**src/rtl/sync_detect.sv**
```systemverilog
// sync_detect: receive-side timing recovery for an h_sync/v_sync pair.
// Measures line length, sync widths and lines per frame. Declares lock
// once two consecutive frames match a clean reference. While locked, it
// regenerates active-area pixel coordinates.
module sync_detect #(
    parameter logic H_SYNC_POLARITY = 1'b1,
    parameter logic V_SYNC_POLARITY = 1'b1,
    parameter int   CNT_WIDTH       = 16,
    parameter int   SCREEN_WIDTH    = 800,
    parameter int   SCREEN_HEIGHT   = 600,
    parameter int   H_ACTIVE_OFFSET = 214,
    parameter int   V_ACTIVE_OFFSET = 27
) (
    input  logic                 CLK,
    input  logic                 RST_N,
    input  logic                 h_sync,
    input  logic                 v_sync,
    output logic [CNT_WIDTH-1:0] line_length,
    output logic [CNT_WIDTH-1:0] hsync_width,
    output logic [CNT_WIDTH-1:0] frame_lines,
    output logic [CNT_WIDTH-1:0] vsync_lines,
    output logic                 locked,
    output logic                 on_screen,
    output logic [CNT_WIDTH-1:0] pixel_x,
    output logic [CNT_WIDTH-1:0] pixel_y
);

    // Counter limits and active-window bounds. The bounds carry one extra
    // bit so that offset + size cannot wrap inside the comparison.
    localparam logic [CNT_WIDTH-1:0] CNT_MAX  = '1;
    localparam logic [CNT_WIDTH-1:0] CNT_ONE  = CNT_WIDTH'(1);
    localparam logic [CNT_WIDTH-1:0] H_OFFSET = CNT_WIDTH'(H_ACTIVE_OFFSET);
    localparam logic [CNT_WIDTH-1:0] V_OFFSET = CNT_WIDTH'(V_ACTIVE_OFFSET);
    localparam logic [CNT_WIDTH:0]   H_START  = (CNT_WIDTH+1)'(H_ACTIVE_OFFSET);
    localparam logic [CNT_WIDTH:0]   H_STOP   = (CNT_WIDTH+1)'(H_ACTIVE_OFFSET + SCREEN_WIDTH);
    localparam logic [CNT_WIDTH:0]   V_START  = (CNT_WIDTH+1)'(V_ACTIVE_OFFSET);
    localparam logic [CNT_WIDTH:0]   V_STOP   = (CNT_WIDTH+1)'(V_ACTIVE_OFFSET + SCREEN_HEIGHT);

    // The lock level mirrors a saturating count of consecutive good frames.
    typedef enum logic [1:0] {
        LOCK_HUNT = 2'd0,
        LOCK_ONE  = 2'd1,
        LOCK_HELD = 2'd2
    } lock_state_t;

    logic                 h_n;
    logic                 v_n;
    logic                 h_q;
    logic                 h_q1;
    logic                 v_q;
    logic                 v_q1;
    logic                 h_rise;
    logic                 h_fall;
    logic                 v_rise;
    logic                 v_fall;
    logic [CNT_WIDTH-1:0] h_count;
    logic [CNT_WIDTH-1:0] v_count;
    logic [CNT_WIDTH-1:0] h_len_new;
    logic                 h_sat;
    logic                 v_sat;
    logic                 line_mismatch;
    logic                 bad_set;
    logic                 line_bad;
    logic                 frame_ok;
    logic                 h_in;
    logic                 v_in;
    lock_state_t          lock_state;
    lock_state_t          lock_next;

    // Normalise both syncs to active-high before any edge detection.
    assign h_n = ~(h_sync ^ H_SYNC_POLARITY);
    assign v_n = ~(v_sync ^ V_SYNC_POLARITY);

    // Two-stage capture of the normalised syncs for edge detection.
    always_ff @(posedge CLK or negedge RST_N) begin
        if (!RST_N) begin
            h_q  <= 1'b0;
            h_q1 <= 1'b0;
            v_q  <= 1'b0;
            v_q1 <= 1'b0;
        end else begin
            h_q  <= h_n;
            h_q1 <= h_q;
            v_q  <= v_n;
            v_q1 <= v_q;
        end
    end

    assign h_rise = h_q & ~h_q1;
    assign h_fall = ~h_q & h_q1;
    assign v_rise = v_q & ~v_q1;
    assign v_fall = ~v_q & v_q1;

    // The measured length of the line that ends on this h_rise. The same
    // sum gives the sync width on h_fall. At saturation it wraps to zero,
    // which marks the measurement as invalid.
    assign h_len_new     = h_count + CNT_ONE;
    assign h_sat         = (h_count == CNT_MAX);
    assign v_sat         = (v_count == CNT_MAX);
    assign line_mismatch = h_rise && (h_len_new != line_length);
    assign bad_set       = line_mismatch | h_sat | v_sat;
    assign frame_ok      = (v_count == frame_lines) && !line_bad;

    // Pixel counter: restarts on each line start and otherwise saturates.
    // It also latches the line length and h_sync width.
    always_ff @(posedge CLK or negedge RST_N) begin
        if (!RST_N) begin
            h_count     <= '0;
            line_length <= '0;
            hsync_width <= '0;
        end else begin
            if (h_rise) begin
                h_count     <= '0;
                line_length <= h_len_new;
            end else if (!h_sat) begin
                h_count     <= h_count + CNT_ONE;
            end
            if (h_fall) begin
                hsync_width <= h_len_new;
            end
        end
    end

    // Line counter: advances on line starts and restarts on frame starts.
    // A line start that coincides with the frame start is counted in the
    // new frame.
    always_ff @(posedge CLK or negedge RST_N) begin
        if (!RST_N) begin
            v_count     <= '0;
            frame_lines <= '0;
            vsync_lines <= '0;
        end else begin
            if (v_rise) begin
                frame_lines <= v_count;
                v_count     <= h_rise ? CNT_ONE : '0;
            end else if (h_rise && !v_sat) begin
                v_count     <= v_count + CNT_ONE;
            end
            if (v_fall) begin
                vsync_lines <= v_count;
            end
        end
    end

    // Sticky per-frame error flag. It is evaluated at the frame start
    // before it clears, so a fault on the coincident line start is kept
    // for the new frame.
    always_ff @(posedge CLK or negedge RST_N) begin
        if (!RST_N) begin
            line_bad <= 1'b0;
        end else if (v_rise) begin
            line_bad <= bad_set;
        end else if (bad_set) begin
            line_bad <= 1'b1;
        end
    end

    // Lock state register.
    always_ff @(posedge CLK or negedge RST_N) begin
        if (!RST_N) begin
            lock_state <= LOCK_HUNT;
        end else begin
            lock_state <= lock_next;
        end
    end

    // Lock transitions: any line fault or timeout drops back to hunting
    // immediately. Otherwise each good frame moves one step toward held.
    always_comb begin
        lock_next = lock_state;
        if (bad_set) begin
            lock_next = LOCK_HUNT;
        end else if (v_rise) begin
            if (!frame_ok) begin
                lock_next = LOCK_HUNT;
            end else begin
                case (lock_state)
                    LOCK_HUNT: lock_next = LOCK_ONE;
                    LOCK_ONE:  lock_next = LOCK_HELD;
                    LOCK_HELD: lock_next = LOCK_HELD;
                    default:   lock_next = LOCK_HUNT;
                endcase
            end
        end
    end

    assign locked = (lock_state == LOCK_HELD);

    // Active-window qualification and coordinates, taken from the counters.
    assign h_in      = ({1'b0, h_count} >= H_START) && ({1'b0, h_count} < H_STOP);
    assign v_in      = ({1'b0, v_count} >= V_START) && ({1'b0, v_count} < V_STOP);
    assign on_screen = locked && h_in && v_in;
    assign pixel_x   = h_count - H_OFFSET;
    assign pixel_y   = v_count - V_OFFSET;

endmodule

```
**config.mk**
```make
export PLATFORM = sky130hd
export DESIGN_NAME = sync_detect
export DESIGN_NICKNAME = d
export VERILOG_FILES = /design/src/rtl/sync_detect.sv
export SDC_FILE = /design/constraint.sdc
export NUM_CORES = 1
export LEC_CHECK = 0
export CORE_MARGIN = 1.5
export CORE_UTILIZATION = 30
export DETAILED_ROUTE_END_ITERATION = 12
export PLACE_DENSITY = 0.61
export SYNTH_ARGS = -nofsm -noshare
export SYNTH_HDL_FRONTEND = slang
export SYNTH_SLANG_ARGS = --single-unit
```
**constraint.sdc**
```tcl
create_clock -name CLK -period 2.8 [get_ports CLK]
set_input_delay 0.7 -clock CLK [delete_from_list [all_inputs] [get_ports CLK]]
set_output_delay 0.7 -clock CLK [all_outputs]
set_load 0.02 [all_outputs]
```
Yosys cells after proc, flatten, opt, wreduce, memory -nomap -nowiden:

Cells that the tools add are included.

* bitwise gates (word level): 10
* reduce and logical (&&, ||, !) cells: 13
* add/sub/neg operators: 4
* $lt $le $gt $ge: 4
* eq/ne operators: 7
* mux-type cells: 11

Operators by type and width (count)
* $mux 16: 4
* $add 16x1->16 const B: 2
* $eq 16x16->1 const B: 2
* $lt 16x10->1 const B: 2
* $eq 16x16->1: 1
* $ge 16x5->1 const B: 1
* $ge 16x8->1 const B: 1
* $ne 16x16->1: 1
* $sub 16x5->16 const B: 1
* $sub 16x8->16 const B: 1
* $logic_and 1x1->1: 7
* $mux 2: 3
* $and 1x1->1: 4
* $not 1->1: 4
* $pmux 2 s2: 1
* $reduce_bool 2->1: 2
* $mux 1: 3
* $eq 2x1->1 const B: 1
* $eq 2x2->1 const B: 1
* $logic_not 1->1: 2
* $logic_not 2->1: 1
* $ne 2x2->1 const B: 1
* $or 1x1->1: 2
* $reduce_or 2->1: 1

* input bits: 4
* register bits: 103
* word-level logic and storage cells: 61
* output and inout port bits: 98

Longest topological paths before layout:

* word-level depth: 7
* mapped depth: 8
* depth with buffers taken out: 7

Worst setup path before layout:

OpenSTA, ideal clock, no wires.

* path kind: reg2out
* start: register v_count[0]
* end: output pixel_y[14]
* arrival: 2263 ps
* cell stages (with the launch flop): 9
* path slack: -163 ps
* data required time: 2100 ps
* buffers on the path: 1
* cells stage by stage: dfrtp_1 ha_1 clkbuf_1 nor2_1 nor2_1 or3_1 nor4_1 nand3_1 xnor2_1

* cells in the longest elaborated chain, start to end: 1

RTL lines
* from (decl): line 57 `logic [CNT_WIDTH-1:0] v_count;`
* from (signal assigned): line 135 `v_count <= h_rise ? CNT_ONE : '0;`
* from (signal assigned): line 137 `v_count <= v_count + CNT_ONE;`
* $sub 16x5->16: line 194 `assign pixel_y = v_count - V_OFFSET;`
* to (decl): line 25 `output logic [CNT_WIDTH-1:0] pixel_y`

No other way between the ends.

Worst setup path in the final report:

* start: register v_count[1]
* end: output on_screen

* cells in the longest elaborated chain, start to end: 3

RTL lines
* $ge 16x5->1 or $lt 16x10->1 (tied branches): line 191 `assign v_in = ({1'b0, v_count} >= V_START) && ({1'b0, v_count} < V_STOP);`
* $logic_and 1x1->1 *: line 191
* $logic_and 1x1->1 *: line 192 `assign on_screen = locked && h_in && v_in;`
* to (decl): line 23 `output logic on_screen,`

Every way passes the cells marked *; elsewhere a longest branch is shown, timed or not.

==> flow_summary.json <==
{
  "setup.worst_path.class": "reg -> out",
  "hold_violations": 0,
  "antenna_cells": 0,
  "grt_overflow": 0,
  "setup_ws_ns": -0.1860,
  "cts_max_level": 3,
  "die_h_um": 138.4,
  "start_kind": "flip-flop",
  "path_depth": 10,
  "netlist_top_cells_area": "dfrtp_1, nand2_1, xnor2_1",
  "synth-edff-count": 0,
  "cts_tree": "built",
  "cts.sinks": 103,
  "wire_per_inst_um": 15.69,
  "final_nets": 760,
  "busiest_layer": "met2",
  "first_global_vias": 4639,
  "run_status": "finished, violations left",
  "endpoint": "on_screen",
  "r2r-start": "h_count[1]$_DFFE_PN0P_",
  "fillers": 1740,
  "use_met3": 0.02875,
  "rsz0062_at_grt": "yes",
  "clkTransAtPathRegs_ns": 0.07,
  "powerDensity_nw_per_um2": 510.7,
  "portBuffers": 101,
  "cts_hold_buf": 0,
  "period_needed_ns": 2.986,
  "syn_avg_cell_area_um2": 9.271,
  "antenna_found_initial": 0,
  "ys_async_sr_fraction": 1.000,
  "synth_top_area_share": 0.4688,
  "drc": 0,
  "clockRootBuffer": "clkbuf_16",
  "tightest_slew_ns": 0.8289,
  "required_ns": 2.10,
  "wl_um": 15460,
  "grt_use_met2": 0.2618,
  "min_period_over_period": 1.066,
  "cts_buffers": 9,
  "stdcell_area_um2": 7923,
  "relSlewSlack": 0.4463,
  "grt.total_usage": 0.1621,
  "peakVddDrop_mv": 0.3244,
  "p_leak_uw": 0.003587,
  "grt_first_pass_wirelength_um": 24590,
  "syn2layout_area_growth_pct": 44.11,
  "timing.hold.ws_ns": 0.3688,
  "num_rows": 49,
  "die-area_um2": 19150,
  "ys_seq_elements": 103,
  "worstSetupEndpointType": "output pin",
  "drive_gt1_frac": 0.2500,
  "clockBufferDepth": 2,
  "vias_per_cell": 4.720,
  "cpMaxStageDelayCell": "dfrtp_1",
  "initial_core_util": 0.3061,
  "min_path_type": "in -> async",
  "violations": "setup timing",
  "finalClockSkew_ns": 0.006830,
  "r2r-end": "line_bad$_DFFE_PN0P_",
  "placed_area_um2": 7268,
  "grtUsageMet1": 0.2199,
  "drv_slew": 0,
  "syn_nets": 602,
  "max_clock_freq_ghz": 0.3349,
  "max_stage_delay_ns": 0.42,
  "rr_worst_depth": 9,
  "critPathMaxFanout": 4,
  "crit_top_cell": "buf_4",
  "syn-cell-area_um2": 5498,
  "synth_ff_type": "dfrtp_1",
  "tns_ns": -0.5655,
  "io_pins": 102,
  "cp_data_arrival_time_ns": 2.29,
  "die_w_um": 138.4,
  "dp_hpwl_um": 11310,
  "crit_family": "compound AO/OA/AOI/OAI gates",
  "drtPass1Iterations": 4,
  "synth-seq-area-share": 0.4688,
  "crit_chain": "ha_4 -> nor2_1 -> nor2_1 -> or3_4 -> nor4_4 -> buf_4 -> a2111oi_2 -> buf_4 -> o31a_1 -> buf_4",
  "ys_types": 49,
  "ant_nets": 0,
  "cp_num_buf_inv": 3,
  "dr.first_iter.drc_count": 268,
  "finalSetupViolCount": 7,
  "reg2reg_slack_ns": 0.09,
  "vias": 4649,
  "gp_congestion": 0.9053,
  "maxCapViolCount": 0,
  "synthCells": 593,
  "coreArea_um2": 17960,
  "grt_max_degree": 48,
  "crit_start": "v_count[1]$_DFFE_PN0P_",
  "yosys.area.top_type": "dfrtp_1",
  "insertion_delay_ns": 0.35,
  "yosysWarnings": 0
}
==> logic make-up (layout without fill, tap and decap cells) <==
kind of cell / after synthesis / in the layout / share of synthesized area
AO/OA/AOI/OAI: 87 / 87 / 0.09240
adder cells (fa/ha/maj): 5 / 5 / 0.01138
AND/OR/NAND/NOR: 236 / 236 / 0.2071
multiplexers: 16 / 16 / 0.03277
flip-flops: 103 / 103 / 0.4688
buffers and inverters: 61 / 224 / 0.04461
XOR/XNOR: 85 / 85 / 0.1429
==> report_power, final <==
group | internal [uW] | switching [uW] | leakage (uW)
combinational | 540 | 600 | 0.00205
sequential | 1590 | 108 | 0.00140
clock | 630 | 573 | 0.000131
==> flip-flops by register name, summed over array words and instances (netlist names), 2 cells and up <==
register and count:
frame_lines 16, h_count 16, hsync_width 16, line_length 16
v_count 16, vsync_lines 16, lock_state 2
==> layer usage <==
| layer | up-vias | share of wire |
|---|---|---|
| met1 | 2240 | 0.47 |
| met3 | 14 | 0.041 |
| met2 | 87 | 0.47 |
| met5 | - | 0 |
| li1 | 2308 | - |
| met4 | 0 | 0.014 |
==> how the worst min path moves through the flow <==
stage | startpoint | end | slack (ns) | cells past startpoint
after floorplan | h_q$_DFF_PN0_ | h_q1$_DFF_PN0_ | 0.38 | 0
final | RST_N | vsync_lines[6]$_DFFE_PN0P_ | 0.37 | 1
after global placement | h_q$_DFF_PN0_ | h_q1$_DFF_PN0_ | 0.40 | 0
after detailed placement | v_q$_DFF_PN0_ | v_q1$_DFF_PN0_ | 0.41 | 0
after global routing | RST_N | vsync_lines[3]$_DFFE_PN0P_ | 0.41 | 1
after CTS | RST_N | vsync_lines[6]$_DFFE_PN0P_ | 0.38 | 1
==> cell usage after synthesis (13+ instances only) <==
cell type	n
a21oi_1	22
clkbuf_1	33
dfrtp_1	103
inv_1	13
mux2_2	16
nand2_1	108
nand3_1	19
nor2_1	36
nor3_1	13
o21ai_0	42
xnor2_1	46
xor2_1	36
==> stage by stage <==
| stage | setup slack, ns | util | cells | power (uW) |
|---|---|---|---|---|
| after floorplan | 0.06942 | - | 593 | 2275 |
| after global placement | -0.4254 | 0.4046 | 958 | 2771 |
| after detailed placement | -0.5135 | 0.4046 | 958 | 2782 |
| after CTS | -0.2029 | 0.4274 | 979 | 4021 |
| after global routing | -0.2744 | 0.4410 | 985 | 4254 |
| final | -0.1860 | 0.4410 | 985 | 4046 |
==> cell usage in the layout, fill, tap and decap left out, types with 3 or more instances in the layout <==
cell	count
nor2_1	31
nor3_4	3
and4_1	5
nand3_1	17
nor4_1	7
nor2_4	3
clkbuf_16	9
xnor3_1	3
a31oi_1	3
xnor2_2	4
a21oi_1	20
buf_4	97
o31ai_1	3
or3_1	3
xor2_1	32
nand4_1	11
nor4_4	3
or3_4	4
buf_6	8
mux2_2	16
nand2_1	107
xnor2_1	41
clkdlybuf4s15_2	3
clkdlybuf4s50_1	76
xor2_2	4
dfrtp_1	101
ha_4	3
and3_1	6
and2_1	3
o21ai_0	41
inv_1	13
clkinvlp_4	3
nor3_1	9
nand2b_1	4
dlygate4sd2_1	6
==> repair_timing <==
action | in CTS | in global routing
gates resized for setup | 108 | 39
buffers inserted | 5 | 7
pin swaps | 11 | 18
endpoints found under the setup margin | 23 | 20
==> cell type report <==
type / instances / area (um2) / share of cell area
Sequential cell: 103 / 2580 / 0.3256
Clock inverter: 6 / 45.04 / 0.005685
Clock buffer: 10 / 239.0 / 0.03016
Multi-Input combinational cell: 429 / 2988 / 0.3771
Inverter: 13 / 48.80 / 0.006159
Tap cell: 229 / 286.5 / 0.03617
Timing Repair Buffer: 195 / 1735 / 0.2190
(Power assumes the default switching activity.)
